### src/rtl/seq_divider.sv
// seq_divider: signed 64/32 restoring divider, one quotient bit per enabled cycle.
// Quotient saturates on overflow; divide-by-zero returns the low dividend word as remainder.
module seq_divider #(
    parameter int DW = 64,
    parameter int QW = 32
) (
    input  logic          clk,
    input  logic          reset,
    input  logic          en,
    input  logic          start,
    input  logic [DW-1:0] dividend,
    input  logic [QW-1:0] divisor,
    output logic [QW-1:0] quotient,
    output logic [QW-1:0] remainder,
    output logic          busy,
    output logic          done,
    output logic          div_by_zero,
    output logic          overflow
);
    localparam logic [1:0] IDLE = 2'd0, RUN = 2'd1, FIX = 2'd2, DONE = 2'd3;
    logic [1:0]    state_q, state_d;
    logic [6:0]    cnt_q, cnt_d;
    logic [DW-1:0] dvd_q, dvd_d, pq_q, pq_d, q_lim;
    logic [QW-1:0] dvs_q, dvs_d, quo_q, quo_d, rem_q, rem_d;
    logic [QW:0]   pr_q, pr_d;
    logic [QW+1:0] diff;
    logic          qneg_q, qneg_d, rneg_q, rneg_d, done_q, done_d;
    logic          dbz_q, dbz_d, ovf_q, ovf_d, q_ovf;
    always_comb begin
        state_d = state_q;
        cnt_d   = cnt_q;
        dvd_d   = dvd_q;
        dvs_d   = dvs_q;
        pq_d    = pq_q;
        pr_d    = pr_q;
        qneg_d  = qneg_q;
        rneg_d  = rneg_q;
        quo_d   = quo_q;
        rem_d   = rem_q;
        dbz_d   = dbz_q;
        ovf_d   = ovf_q;
        done_d  = (state_q == FIX) || (state_q == DONE && !done_q);
        // Partial remainder stays below |divisor|, so the 34-bit sign is a clean borrow.
        diff    = {pr_q, dvd_q[DW-1]} - {2'b00, dvs_q};
        q_lim   = qneg_q ? {{(DW-QW){1'b0}}, 1'b1, {(QW-1){1'b0}}}
                         : {{(DW-QW+1){1'b0}}, {(QW-1){1'b1}}};
        q_ovf   = pq_q > q_lim;
        case (state_q)
            IDLE: if (start) begin
                dvd_d  = dividend[DW-1] ? -dividend : dividend;
                dvs_d  = divisor[QW-1] ? -divisor : divisor;
                qneg_d = dividend[DW-1] ^ divisor[QW-1];
                rneg_d = dividend[DW-1];
                pq_d   = '0;
                pr_d   = '0;
                cnt_d  = '0;
                state_d = (divisor == '0) ? DONE : RUN;
                if (divisor == '0) begin
                    quo_d = '0;
                    rem_d = dividend[QW-1:0];
                    dbz_d = 1'b1;
                    ovf_d = 1'b0;
                end
            end
            RUN: begin
                dvd_d   = dvd_q << 1;
                pq_d    = {pq_q[DW-2:0], ~diff[QW+1]};
                pr_d    = diff[QW+1] ? {pr_q[QW-1:0], dvd_q[DW-1]} : diff[QW:0];
                cnt_d   = cnt_q + 7'd1;
                state_d = (cnt_q == 7'd63) ? FIX : RUN;
            end
            FIX: begin
                quo_d   = q_ovf ? (qneg_q ? {1'b1, {(QW-1){1'b0}}} : {1'b0, {(QW-1){1'b1}}})
                                : (qneg_q ? -pq_q[QW-1:0] : pq_q[QW-1:0]);
                rem_d   = rneg_q ? -pr_q[QW-1:0] : pr_q[QW-1:0];
                ovf_d   = q_ovf;
                dbz_d   = 1'b0;
                state_d = DONE;
            end
            default: state_d = done_q ? IDLE : DONE;
        endcase
    end
    always_ff @(posedge clk or posedge reset) begin
        if (reset) begin
            state_q <= IDLE;
            cnt_q   <= '0;
            dvd_q   <= '0;
            dvs_q   <= '0;
            pq_q    <= '0;
            pr_q    <= '0;
            qneg_q  <= 1'b0;
            rneg_q  <= 1'b0;
            quo_q   <= '0;
            rem_q   <= '0;
            done_q  <= 1'b0;
            dbz_q   <= 1'b0;
            ovf_q   <= 1'b0;
        end else if (en) begin
            state_q <= state_d;
            cnt_q   <= cnt_d;
            dvd_q   <= dvd_d;
            dvs_q   <= dvs_d;
            pq_q    <= pq_d;
            pr_q    <= pr_d;
            qneg_q  <= qneg_d;
            rneg_q  <= rneg_d;
            quo_q   <= quo_d;
            rem_q   <= rem_d;
            done_q  <= done_d;
            dbz_q   <= dbz_d;
            ovf_q   <= ovf_d;
        end
    end
    assign quotient    = quo_q;
    assign remainder   = rem_q;
    assign busy        = state_q != IDLE;
    assign done        = done_q;
    assign div_by_zero = dbz_q;
    assign overflow    = ovf_q;
endmodule

### config.mk
export PLATFORM = sky130hd
export DESIGN_NAME = seq_divider
export DESIGN_NICKNAME = d
export VERILOG_FILES = /design/src/rtl/seq_divider.sv
export SDC_FILE = /design/constraint.sdc
export NUM_CORES = 1
export LEC_CHECK = 0
export BUFFER_PORTS_ARGS = -buffer_cell sky130_fd_sc_hd__buf_2
export CAP_MARGIN = 30
export CORE_ASPECT_RATIO = 1.75
export CORE_UTILIZATION = 40
export DETAILED_ROUTE_END_ITERATION = 10
export PLACE_DENSITY = 0.57
export SYNTH_ARGS = -nofsm -noshare
export SYNTH_HDL_FRONTEND = slang
export SYNTH_SLANG_ARGS = --single-unit
### constraint.sdc
create_clock -name clk -period 9 [get_ports clk]
set_input_delay 0.9 -clock clk [delete_from_list [all_inputs] [get_ports clk]]
set_output_delay 0.9 -clock clk [all_outputs]
set_load 0.05 [all_outputs]
---- After elaboration in Yosys (flattened, before gate mapping) ----
Index checks and enable logic that the tools add are counted.
cells by class
  add/sub/neg operators ................... 6
  $mul .................................... 0
  divide/modulo/power cells ............... 0
  $lt $le $gt $ge ......................... 1
  eq/ne operators ......................... 6
  shifts and indexed selects .............. 0
  muxes and demuxes ....................... 33
  bitwise operators ....................... 2
  reduce and logical (&&, ||, !) cells .... 12
operator list
  cell                 count
  $mux 32              10
  $pmux 64 s2          2
  $mux 64              3
  $pmux 32 s2          2
  $neg 32->32          3
  $mux 33              2
  $pmux 33 s2          1
  $gt 64x32->1         1
  $neg 64->64          1
  $sub 34x32->34       1
  $logic_not 32->1     1
  $pmux 7 s2           1
  $mux 2               4
  $add 7x1->7 const B  1
  $eq 7x6->1 const B   1
  $mux 7               1
  $pmux 2 s3           1
  $reduce_and 3->1     2
  $reduce_bool 2->1    3
  $eq 2x2->1 const B   2
  $mux 1               4
  $ne 2x2->1 const B   2
  $pmux 1 s2           2
  $reduce_and 4->1     1
  other kinds (8)      8
storage, ports and cells
  register bits ........................... 271
  bits in latches ......................... 0
  bits in writable memories ............... 0
  bits in read-only memories .............. 0
  input port bits ......................... 100
  word-level logic and storage cells ...... 73
  memories kept ........................... 0

---- Logic depth before layout (Yosys ltp) ----
  word-level depth ........................ 4
  gate-level depth with buffers ........... 15
  depth with buffers taken out ............ 13

---- Worst setup path before layout ----
OpenSTA, ideal clock, no wires.
  path kind ............................... reg2reg
  start ................................... reg qneg_q
  end ..................................... reg quo_q[2], in the netlist quotient[2]
  setup time .............................. 0.083 ns
  data arrival time ....................... 3.811 ns
  data required time ...................... 8.917 ns
  slack ................................... 5.106 ns
  stages on the path, launching flop included .. 14
  clock period less this slack ............ 3.894 ns
  cells stage by stage .................... dfrtp_1 clkbuf_1 clkinv_1 clkbuf_1 ha_1 nand4_1 nor4_1 o311ai_0 a31oi_1 and2_1 clkbuf_1 clkbuf_1 a221oi_1 o21ai_0
between the ends
  word-level cells in the longest chain between the ends .. 4
  elaborated cells between the ends (all ways) .. 6
  those cells by class .................... order compare (1); mux (5)
RTL lines
  item                      line    source
  start: declaration        27      logic qneg_q, qneg_d, rneg_q, rneg_d, done_q, done_d;
  start signal: assignment  105     qneg_q <= qneg_d;
  $mux 32                   45, 73
  $gt 64x32->1              47      q_ovf = pq_q > q_lim;
  $mux 32 (*)               73      quo_d = q_ovf ? (qneg_q ? {1'b1, {(QW-1){1'b0}}} : {1'b0, {(QW-1){1'b1}}})
  $pmux 32 s2 (*)           48      case (state_q)
  end signal: assignment    107     quo_q <= quo_d;
  end: declaration          24      logic [QW-1:0] dvs_q, dvs_d, quo_q, quo_d, rem_q, rem_d;
Mark *: on every way between the ends. The rest lies on a longest branch, timed or not.
A chain may end at the register's enable or synchronous reset.

---- Worst setup path after layout ----
  start ................................... in dividend[0]
  end ..................................... reg dvd_q[58]
between the ends
  word-level cells in the longest chain between the ends .. 4
RTL lines
  item                    line  source
  start: declaration      11    input logic [DW-1:0] dividend,
  $neg 64->64             50    dvd_d = dividend[DW-1] ? -dividend : dividend;
  $mux 64                 50
  $mux 64                 49    IDLE: if (start) begin
  $pmux 64 s2             48
  end signal: assignment  101   dvd_q <= dvd_d;
  end: declaration        23    logic [DW-1:0] dvd_q, dvd_d, pq_q, pq_d, q_lim;
Every way passes these cells. The select of a mux whose other input is x is not followed.

==> metrics.txt <==
status complete, no violations; total CTS buffers 28; nets 2083; ys flop type dfrtp_1; Root Buffer clkbuf_16; filler cell count in the final layout 3985; CP startpoint kind primary input; critical path type primary input to flop; CP Data Arrival Time 4.57 ns; Fin. Hold Viols 0; CP max stage delay 0.55 ns; post-route clock period utilization 0.4619; via/cell ratio 5.705; part of the power in registers 0.321; Syn Area/Cell 9.161 um^2; final setup fails 0; Pint 2.977 mW; Area Overhead vs Synth 13.73%; drt wl/cell 19.93 um; max-slew violation count 0; count of hold-fix buffers inserted at cts 0; Leakage 8.621 nW; sequential cell area 6782 um^2; Sw Ratio 0.4100; die area 42190 um^2; routed vias 14180; Initial Util 0.4050; power density cells 268.3 nW/um^2; setup slack, reg-to-reg 4.90 ns; # resized after CTS 0; largest net degree at the start of global routing 96; Synth Cell Area 16540 um^2; Pwr Total 5.045 mW; Syn Nets 1975; setup tns final 0 ns; die height 271.0 um; Critical Path End Type flop; RR Endpoint pr_q[9]; most frequent cells in the layout dfrtp_1 (271), o21ai_0 (232), nand2_1 (187); Setup Buffers After CTS 0; Final HPWL DP 36570 um; clock transition at the registers of the reported paths 0.06 ns; H-tree depth 1; I/O pins 168; highest clock rate 240.6 MHz; Worst path slowest cell or4_4; most common cell after layout, fill and taps aside dfrtp_1; Finished Layout Cells 2486; Detailed Route WL 49550 um; Tot GR Track Use 0.2355; hold_ws 0.4285 ns; data required time of the worst path 9.42 ns; antenna-violating nets left 0; Yosys Warn Count 0; post-synth cell types 72; logic gate share of total power 0.449; Worst setup endpoint dvd_q[58]; clock sinks 271; GP Congestion 0.9140; Die X 155.7 um; initial antenna violation count 7; DRT Pass-1 Iters 5; vias in the first global route 14150; Slew HR 0.3386; sequential area share after synthesis 0.4101; Crit Path Max Fanout 7; Clk pwr share 0.230; number of synthesized flops with an enable pin 0; grt ovf 0; Worst Skew 0.01331 ns; Psw 2.068 mW; hold crit path type primary input to async pin; Buffers on Ports 167; Worst-Skew Late Latency 0.57 ns; RR Startpoint pr_q[7]; max cap viols 0; post-synthesis async set-or-reset flop share 1.000; Gate Count Post-Synth 1805; layout cell share with drive strength beyond 1 0.1329; area of the multi-input gates 9160 um^2; unrepaired setup endpoints after global routing false; global-route wire length before repair 77960 um; # rows 98; CORE AREA 40830 um^2; Worst Tran Pin Value 0.9793 ns; Synth Register Bits 271; CTS max path bufs 3; worst vdd ir 0.1605 mV; 1st-iter DRT viols 632; Placed Instances 2433; CTS tree built; post-layout min period 4.157 ns; worst setup path start dividend[0]; Remaining DRCs 0; R2R cell count 11; worst-path cell chain buf_2 -> inv_1 -> ha_1 -> or3b_2 -> nor4_2 -> nand4_1 -> or2_1 -> or4_4 -> nand2b_4 -> o41ai_4 -> xor2_1 -> o21ai_1
-- power groups by stage --
stage	logic [mW]	clock network, mW	registers (mW)
final	2.26	1.16	1.62
after global routing	2.51	1.24	1.64
after CTS	2.27	1.20	1.62
after detailed placement	2.26	0	1.64
after global placement	2.23	0	1.64
after floorplan	1.73	0	1.55
-- critical path, delay by kind of cell --
family	cells	cell delay, ns
AO/OA/AOI/OAI	2	0.39
adder cells (fa/ha/maj)	1	0.16
AND/OR/NAND/NOR	6	2.72
buffers and inverters	2	0.20
XOR/XNOR	1	0.20
-- layout make-up --
type	count	share of cell area
Clock buffer	42	0.04331
Timing Repair Buffer	191	0.05602
Multi-Input combinational cell	1364	0.4871
Sequential cell	271	0.3606
Antenna cell	2	0.0002661
Tap cell	550	0.03659
Inverter	57	0.01178
Clock inverter	9	0.004325
-- metal layers --
| metal | share of wire | GRT usage | up-vias |
|---|---|---|---|
| li1 | - | - | 6874 |
| met1 | 0.37 | 0.2545 | 6855 |
| met2 | 0.54 | 0.4422 | 329 |
| met3 | 0.037 | 0.03172 | 114 |
| met4 | 0.049 | 0.1151 | 10 |
| met5 | 0.0012 | 0 | - |
-- registers in the layout (all words and copies together), names as in the netlist, 2 cells and up --
| register | flops |
|---|---|
| dvs_q | 32 |
| dvd_q | 64 |
| state_q | 2 |
| quotient | 32 |
| pr_q | 33 |
| cnt_q | 7 |
| remainder | 32 |
| pq_q | 64 |
-- logic make-up after synthesis --
family                     after synthesis  synth area share
AOI/OAI and AO/OA                      628            0.2512
xor gates and xnor gates               166           0.08792
adders and majority gates               70           0.05342
DFF                                    271            0.4101
buffers and inverters                  170           0.03919
and+or+nand+nor                        460            0.1339
muxes                                   40           0.02421
-- stage by stage --
stage	util	worst slack (ns)	cell area [um^2]
5_1_grt	0.4605	4.663	18800
3_5_place_dp	0.4385	4.312	17900
6_report	0.4606	4.843	18810
3_3_place_gp	0.4370	4.163	17840
4_1_cts	0.4604	4.902	18800
2_1_floorplan	-	0.6330	16540
-- worst min-delay path by stage --
| stage | start | endpoint | slack, ns | depth (start not counted) |
|---|---|---|---|---|
| 5_1_grt | reset | dvd_q[41] | 0.48 | 2 |
| 6_report | reset | dvd_q[40] | 0.43 | 2 |
| 3_5_place_dp | dvd_q[25] | dvd_q[25] | 0.46 | 1 |
| 3_3_place_gp | dvd_q[25] | dvd_q[25] | 0.46 | 1 |
| 4_1_cts | reset | pq_q[11] | 0.45 | 2 |
| 2_1_floorplan | dvd_q[25] | dvd_q[25] | 0.44 | 1 |
-- cell usage after synthesis (9+ instances only) --
cell	n	share of area
and3_1	10	0.0038
a221oi_1	15	0.0079
a22oi_1	38	0.017
inv_1	55	0.012
dfrtp_1	271	0.41
nand2_1	188	0.043
xnor2_1	49	0.026
a21oi_1	73	0.022
mux2i_1	40	0.024
or3_1	21	0.0079
nor4_1	19	0.0072
nor2_1	84	0.019
or4_1	23	0.010
nor2b_1	10	0.0038
nor3_1	28	0.0085
clkbuf_1	106	0.024
ha_1	69	0.052
nand3_1	21	0.0064
o21ai_0	232	0.070
nand4_1	23	0.0087
a221o_1	28	0.017
o41ai_1	17	0.0090
o211ai_1	12	0.0054
o31ai_1	42	0.019
xor2_1	117	0.062
a21o_1	26	0.012
a22o_1	64	0.034
o22ai_1	30	0.011
o21a_1	9	0.0041
No activity file was read; power rests on OpenSTA's default activity.
